[src/rtl/tone_pkg.sv]
// Shared types and constants for the tone player: FSM states and the
// note-code to half-period divider table (computed for a 1 MHz clock).
package tone_pkg;

    localparam logic [3:0] NOTE_REST  = 4'd0;
    localparam int         NOTE_DIV_W = 12;

    typedef enum logic [2:0] {
        IDLE,
        WAIT,
        LOAD,
        PLAY,
        ADV
    } state_e;

    // DIV = round(f_clk / (2*f_note)) - 1, f_clk = 1 MHz, equal temperament
    function automatic logic [NOTE_DIV_W-1:0] note_div(input logic [3:0] code);
        logic [NOTE_DIV_W-1:0] d;
        case (code)
            4'd1:    d = 12'd3821;  // C3
            4'd2:    d = 12'd3404;  // D3
            4'd3:    d = 12'd3033;  // E3
            4'd4:    d = 12'd2862;  // F3
            4'd5:    d = 12'd2550;  // G3
            4'd6:    d = 12'd2272;  // A3
            4'd7:    d = 12'd2024;  // B3
            4'd8:    d = 12'd1910;  // C4
            4'd9:    d = 12'd1702;  // D4
            4'd10:   d = 12'd1516;  // E4
            4'd11:   d = 12'd1431;  // F4
            4'd12:   d = 12'd1275;  // G4
            4'd13:   d = 12'd1135;  // A4
            4'd14:   d = 12'd1011;  // B4
            4'd15:   d = 12'd955;   // C5
            default: d = 12'd0;     // rest
        endcase
        return d;
    endfunction

endpackage

[src/rtl/tone_div.sv]
// Loadable half-period down-counter; the phase bit toggles each time the
// counter wraps, and the registered output is forced low while muted.
module tone_div
    import tone_pkg::*;
#(
    parameter int DIV_W = 12
) (
    input  logic             clk_i,
    input  logic             rst_i,
    input  logic             en_i,
    input  logic             load_i,
    input  logic             mute_i,
    input  logic [DIV_W-1:0] div_i,
    output logic             tone_o
);

    logic [DIV_W-1:0] cnt_q, cnt_d;
    logic [DIV_W-1:0] div_q, div_d;
    logic             phase_q, phase_d;
    logic             tone_q;

    always_comb begin
        cnt_d   = cnt_q;
        div_d   = div_q;
        phase_d = phase_q;
        if (load_i) begin
            div_d   = div_i;
            cnt_d   = div_i;
            phase_d = 1'b0;
        end else if (en_i) begin
            if (cnt_q == '0) begin
                cnt_d   = div_q;
                phase_d = ~phase_q;
            end else begin
                cnt_d = cnt_q - 1'b1;
            end
        end
    end

    // Phase is kept while muted so a resumed note continues seamlessly
    always_ff @(posedge clk_i or posedge rst_i) begin
        if (rst_i) begin
            cnt_q   <= '0;
            div_q   <= '0;
            phase_q <= 1'b0;
            tone_q  <= 1'b0;
        end else begin
            cnt_q   <= cnt_d;
            div_q   <= div_d;
            phase_q <= phase_d;
            tone_q  <= mute_i ? 1'b0 : phase_d;
        end
    end

    assign tone_o = tone_q;

endmodule

[src/rtl/tone_player.sv]
// Melody ROM consumer: fetches note words, holds each for d+1 beats,
// drives the speaker square wave and pulses adv_o to step the ROM address.
module tone_player
    import tone_pkg::*;
#(
    parameter int DIV_W   = 12,
    parameter int ROM_LAT = 2
) (
    input  logic       clk_i,
    input  logic       rst_i,
    input  logic       en_i,
    input  logic       beat_i,
    input  logic [7:0] rom_data_i,
    output logic       adv_o,
    output logic       spkr_o,
    output logic [3:0] tone_code_o
);

    localparam int                LAT_W    = (ROM_LAT > 1) ? $clog2(ROM_LAT) : 1;
    localparam logic [LAT_W-1:0] LAT_LAST = LAT_W'(ROM_LAT - 1);

    state_e           state_q;
    logic [LAT_W-1:0] lat_q;
    logic [3:0]       beat_q;
    logic             adv_q;
    logic [3:0]       tone_code_q;

    logic             play_en;
    logic             div_load;
    logic             mute;
    logic [DIV_W-1:0] div_sel;

    assign play_en  = en_i && (state_q == PLAY);
    assign div_load = en_i && (state_q == LOAD);
    assign mute     = !en_i || (tone_code_q == NOTE_REST);
    assign div_sel  = DIV_W'(note_div(rom_data_i[3:0]));

    // Everything below advances only with en_i; a disabled cycle is a pure hold
    always_ff @(posedge clk_i or posedge rst_i) begin
        if (rst_i) begin
            state_q     <= IDLE;
            lat_q       <= '0;
            beat_q      <= '0;
            adv_q       <= 1'b0;
            tone_code_q <= NOTE_REST;
        end else begin
            adv_q <= 1'b0;
            if (en_i) begin
                case (state_q)
                    IDLE: begin
                        lat_q   <= '0;
                        state_q <= WAIT;
                    end
                    WAIT: begin
                        if (lat_q == LAT_LAST) begin
                            lat_q   <= '0;
                            state_q <= LOAD;
                        end else begin
                            lat_q <= lat_q + 1'b1;
                        end
                    end
                    LOAD: begin
                        tone_code_q <= rom_data_i[3:0];
                        beat_q      <= rom_data_i[7:4];
                        state_q     <= PLAY;
                    end
                    PLAY: begin
                        if (beat_i) begin
                            if (beat_q == '0) begin
                                adv_q   <= 1'b1;
                                state_q <= ADV;
                            end else begin
                                beat_q <= beat_q - 1'b1;
                            end
                        end
                    end
                    ADV: begin
                        lat_q   <= '0;
                        state_q <= WAIT;
                    end
                    default: state_q <= IDLE;
                endcase
            end
        end
    end

    tone_div #(.DIV_W(DIV_W)) u_div (
        .clk_i  (clk_i),
        .rst_i  (rst_i),
        .en_i   (play_en),
        .load_i (div_load),
        .mute_i (mute),
        .div_i  (div_sel),
        .tone_o (spkr_o)
    );

    assign adv_o       = adv_q;
    assign tone_code_o = tone_code_q;

endmodule

[config.mk]
export PLATFORM = sky130hd
export DESIGN_NAME = tone_player
export DESIGN_NICKNAME = d
export VERILOG_FILES = /design/src/rtl/tone_pkg.sv /design/src/rtl/tone_div.sv /design/src/rtl/tone_player.sv
export SDC_FILE = /design/constraint.sdc
export NUM_CORES = 1
export LEC_CHECK = 0
export CAP_MARGIN = 20
export CELL_PAD_IN_SITES_DETAIL_PLACEMENT = 1
export CELL_PAD_IN_SITES_GLOBAL_PLACEMENT = 2
export CORE_MARGIN = 2
export CORE_UTILIZATION = 37
export DETAILED_ROUTE_END_ITERATION = 16
export PLACE_DENSITY_LB_ADDON = 0.1
export SLEW_MARGIN = 20
export SYNTH_ARGS = -nofsm -noshare
export SYNTH_HDL_FRONTEND = slang
export SYNTH_SLANG_ARGS = --single-unit
[constraint.sdc]
create_clock -name clk_i -period 3.1 [get_ports clk_i]
set_clock_uncertainty 0.15 [all_clocks]
set_input_delay 0.31 -clock clk_i [delete_from_list [all_inputs] [get_ports clk_i]]
set_output_delay 0.31 -clock clk_i [all_outputs]
set_load 0.005 [all_outputs]
==> results by group <==
STA
  – Hold slack: roughly 0.30 ns
  – Crit share post-route: 84.9%
  – Tmin final: about 2.6 ns
  – Slew Limit Fails: 0
  – RSZ-0062 raised after global routing: no
  – Least-Margin Pin Slew: 0.552 ns
  – Post-route setup TNS: 0 ns
  – Slew HR: around 63%
  – Final setup violation count: 0
  – Hold Violations, Final: 0
  – Post-route setup slack: 0.469 ns
  – Fmax: about 0.38 GHz

Floorplan
  – Initial core utilization: about 39%
  – Die area: 0.00744 sq mm
  – I/O pins: 18
  – Core ar.: 0.00646 sq mm
  – Row Count: 29
  – Die X: 86.3 microns
  – Die Ht: roughly 86 microns

Finish
  – Register area: around 980 sq um
  – Fillcell total: between 700 and 800
  – Layout Cells excl Fill: roughly 370
  – Multi-input logic area: roughly 0.0014 sq mm
  – Share of layout cells above drive strength 1: approximately an eighth
  – Antenna Cells: 0
  – Final nets: 316
  – Synth-to-layout area growth: 13.8%

Synthesis
  – Post-synthesis instance area: about 0.0025 sq mm
  – Post-synth top area cell: dfrtp_1
  – Synth Register Bits: 39
  – Top-area cell type share of the netlist area: about two fifths
  – EDFF count, synth: 0
  – Syn Inst Count: 277
  – Synthesized area per cell: 9.04 sq um
  – Most used DFF post-synth: dfrtp_1
  – Register area share after synthesis: 39.0%
  – Syn nets: 300
  – Most frequent cells after synthesis: dfrtp_1, nand2_1, o21ai_0, clkbuf_1, nor2_1
  – Ys Warns: 0
  – Largest cells by area after synthesis: dfrtp_1, ha_1, o21ai_0
  – Netlist cell types: between 50 and 60
  – Most common cell in the netlist: dfrtp_1
  – Async SR Flop Fraction: 100%

Global route
  – Total GRT Usage: between 10% and 20%
  – Global-route wire length before repair: between 10 and 15 mm
  – Largest net degree at the start of global routing: 40
  – Vias in the first global route: approximately 2,100
  – Antenna violations before repair: 0
  – Total grt overflow: 0

Routing
  – Drt via density: ~5.6
  – Drt drc: 0
  – WL/cell: ~18 microns
  – Final wirelength: 6.50 mm
  – Via count: just over 2,000
  – DRT Pass-1 Iters: 4
  – Number of DRC markers in iteration 0: a little under 60
  – Remaining antenna violation count after routing: 0

Placed design
  – Routability congestion estimate: just under 0.8
  – Pre-CTS setup slack: 0.466 ns
  – Port bufs: 17
  – Placed insts: about 360
  – Detail Placement HPWL: ~4.8 mm

Setup path
  – Worst-case reg-to-reg path depth: 6
  – Critical path fanouts, max: 11
  – Worst Path Arrival: between 2 and 3 ns
  – R2r endpoint: u_div.cnt_q[2]$_DFFE_PP0P_
  – FF-to-FF Start: u_div.cnt_q[0]$_DFFE_PP0P_
  – Crit. End Element: register
  – R2R setup slack: between 0.4 and 0.5 ns
  – Setup CP Type: reg2reg
  – WP data required: 3.12 ns
  – CP Launch Type: register
  – Worst setup path startpoint: u_div.cnt_q[0]$_DFFE_PP0P_
  – Worst setup path endpoint: u_div.cnt_q[2]$_DFFE_PP0P_

Clocking
  – Post-CTS setup repair buffer count: 0
  – CTS Buffer Depth: 2
  – H-tree levels: 2
  – Worst-Skew Late Latency: around 0.3 ns
  – Clk slew on worst S/H paths: 0.09 ns
  – CTS resizes: 0
  – CTS tree: built
  – Clock buffer count from CTS: 5
  – Sink Count: 39
  – Clock root cell: clkbuf_8
  – Hold_buf cts: 0

Min path
  – HP Class: in2async

Run status
  – Status: finished clean

Job
  – Max-cap viol count: 0

Power and ir drop
  – Max IR drop VDD: 0.000324 V
  – Pwr/cell area: between 800 and 900 mW/mm^2
  – Leakage power: between 1 and 1.5 nW
-- power by group --
| part | switching, W | internal [W] |
|---|---|---|
| Sequential | 0.000243 | 0.000734 |
| Combinational | 0.000597 | 0.000545 |
| Clock | 0.000190 | 0.000158 |
-- logic make-up (layout without fill, tap and decap cells) --
family	after synthesis	after routing	synth area share, %
fa+ha+maj	11	11	5.49
xor+xnor	3	3	1.05
compound gates	85	85	23.5
buf+inv	33	50	5.84
simple gates	95	95	20.3
flops	39	39	39.0
mux	11	11	4.84
-- state kept, by name, summed over array words and instances (netlist names) --
name           count
state_q            3
u_div.tone_o       1
beat_q             4
u_div.cnt_q       12
u_div.div_q       12
u_div.phase_q      1
tone_code_o        4
adv_o              1
lat_q              1
-- cells in the final DEF, fill, tap and decap left out, types with 9 or more instances in the layout --
master / synthesis / routed
inv_1: 14 / 14
ha_1: 11 / 11
buf_4: 0 / 11
nor3_1: 10 / 10
nor2_1: 15 / 15
clkdlybuf4s50_1: 0 / 17
o21ai_0: 27 / 27
a21oi_1: 9 / 9
nand2b_1: 11 / 11
nand2_1: 30 / 30
dfrtp_1: 39 / 39
-- worst min-delay path by stage --
| stage | startpoint | to | slack [ns] | depth (start not counted) |
|---|---|---|---|---|
| 2_1_floorplan | beat_i | adv_o$_DFF_PP0_ | 0.29 | 2 |
| 3_3_place_gp | u_div.div_q[9]$_DFFE_PP0N_ | u_div.div_q[9]$_DFFE_PP0N_ | 0.31 | 2 |
| 3_5_place_dp | u_div.div_q[9]$_DFFE_PP0N_ | u_div.div_q[9]$_DFFE_PP0N_ | 0.31 | 2 |
| 4_1_cts | rst_i | beat_q[2]$_DFFE_PP0P_ | 0.32 | 3 |
| 5_1_grt | u_div.div_q[9]$_DFFE_PP0N_ | u_div.div_q[9]$_DFFE_PP0N_ | 0.35 | 2 |
| 6_report | rst_i | u_div.div_q[7]$_DFFE_PP0N_ | 0.30 | 3 |
-- worst max-delay path: stages (launching register included) --
cell	delay (ns)
dfrtp_1	0.42
inv_1	0.11
ha_1	0.18
or4b_1	0.48
or4_4	0.54
mux2_4	0.33
a221o_1	0.31
-- metal layers --
metal / vias to the layer above / routed length, microns / track usage (%)
met3: 4 / 132 / 2.29
li1: 1039 / - / -
met4: 0 / 47 / 5.54
met2: 21 / 2940 / 30.1
met1: 1010 / 3380 / 27.1
met5: - / 0 / 0
-- layout make-up --
class / count / area share (%)
multi-input cells: 205 / 48.7
well taps: 77 / 3.38
clock buffers: 6 / 2.54
clock inverters: 2 / 0.439
repair buffers: 28 / 8.86
flip-flops and latches: 39 / 34.2
inverters: 14 / 1.84
-- per-stage QoR --
stage / cell area (sq um) / power, W / util, %
after global routing: 2850 / 0.00268 / 44.1
after floorplan: 2500 / 0.00178 / -
after CTS: 2850 / 0.00249 / 44.1
after detailed placement: 2770 / 0.00213 / 42.8
final: 2850 / 0.00247 / 44.1
after global placement: 2770 / 0.00212 / 42.8
No activity file was read; power rests on OpenSTA's default activity.
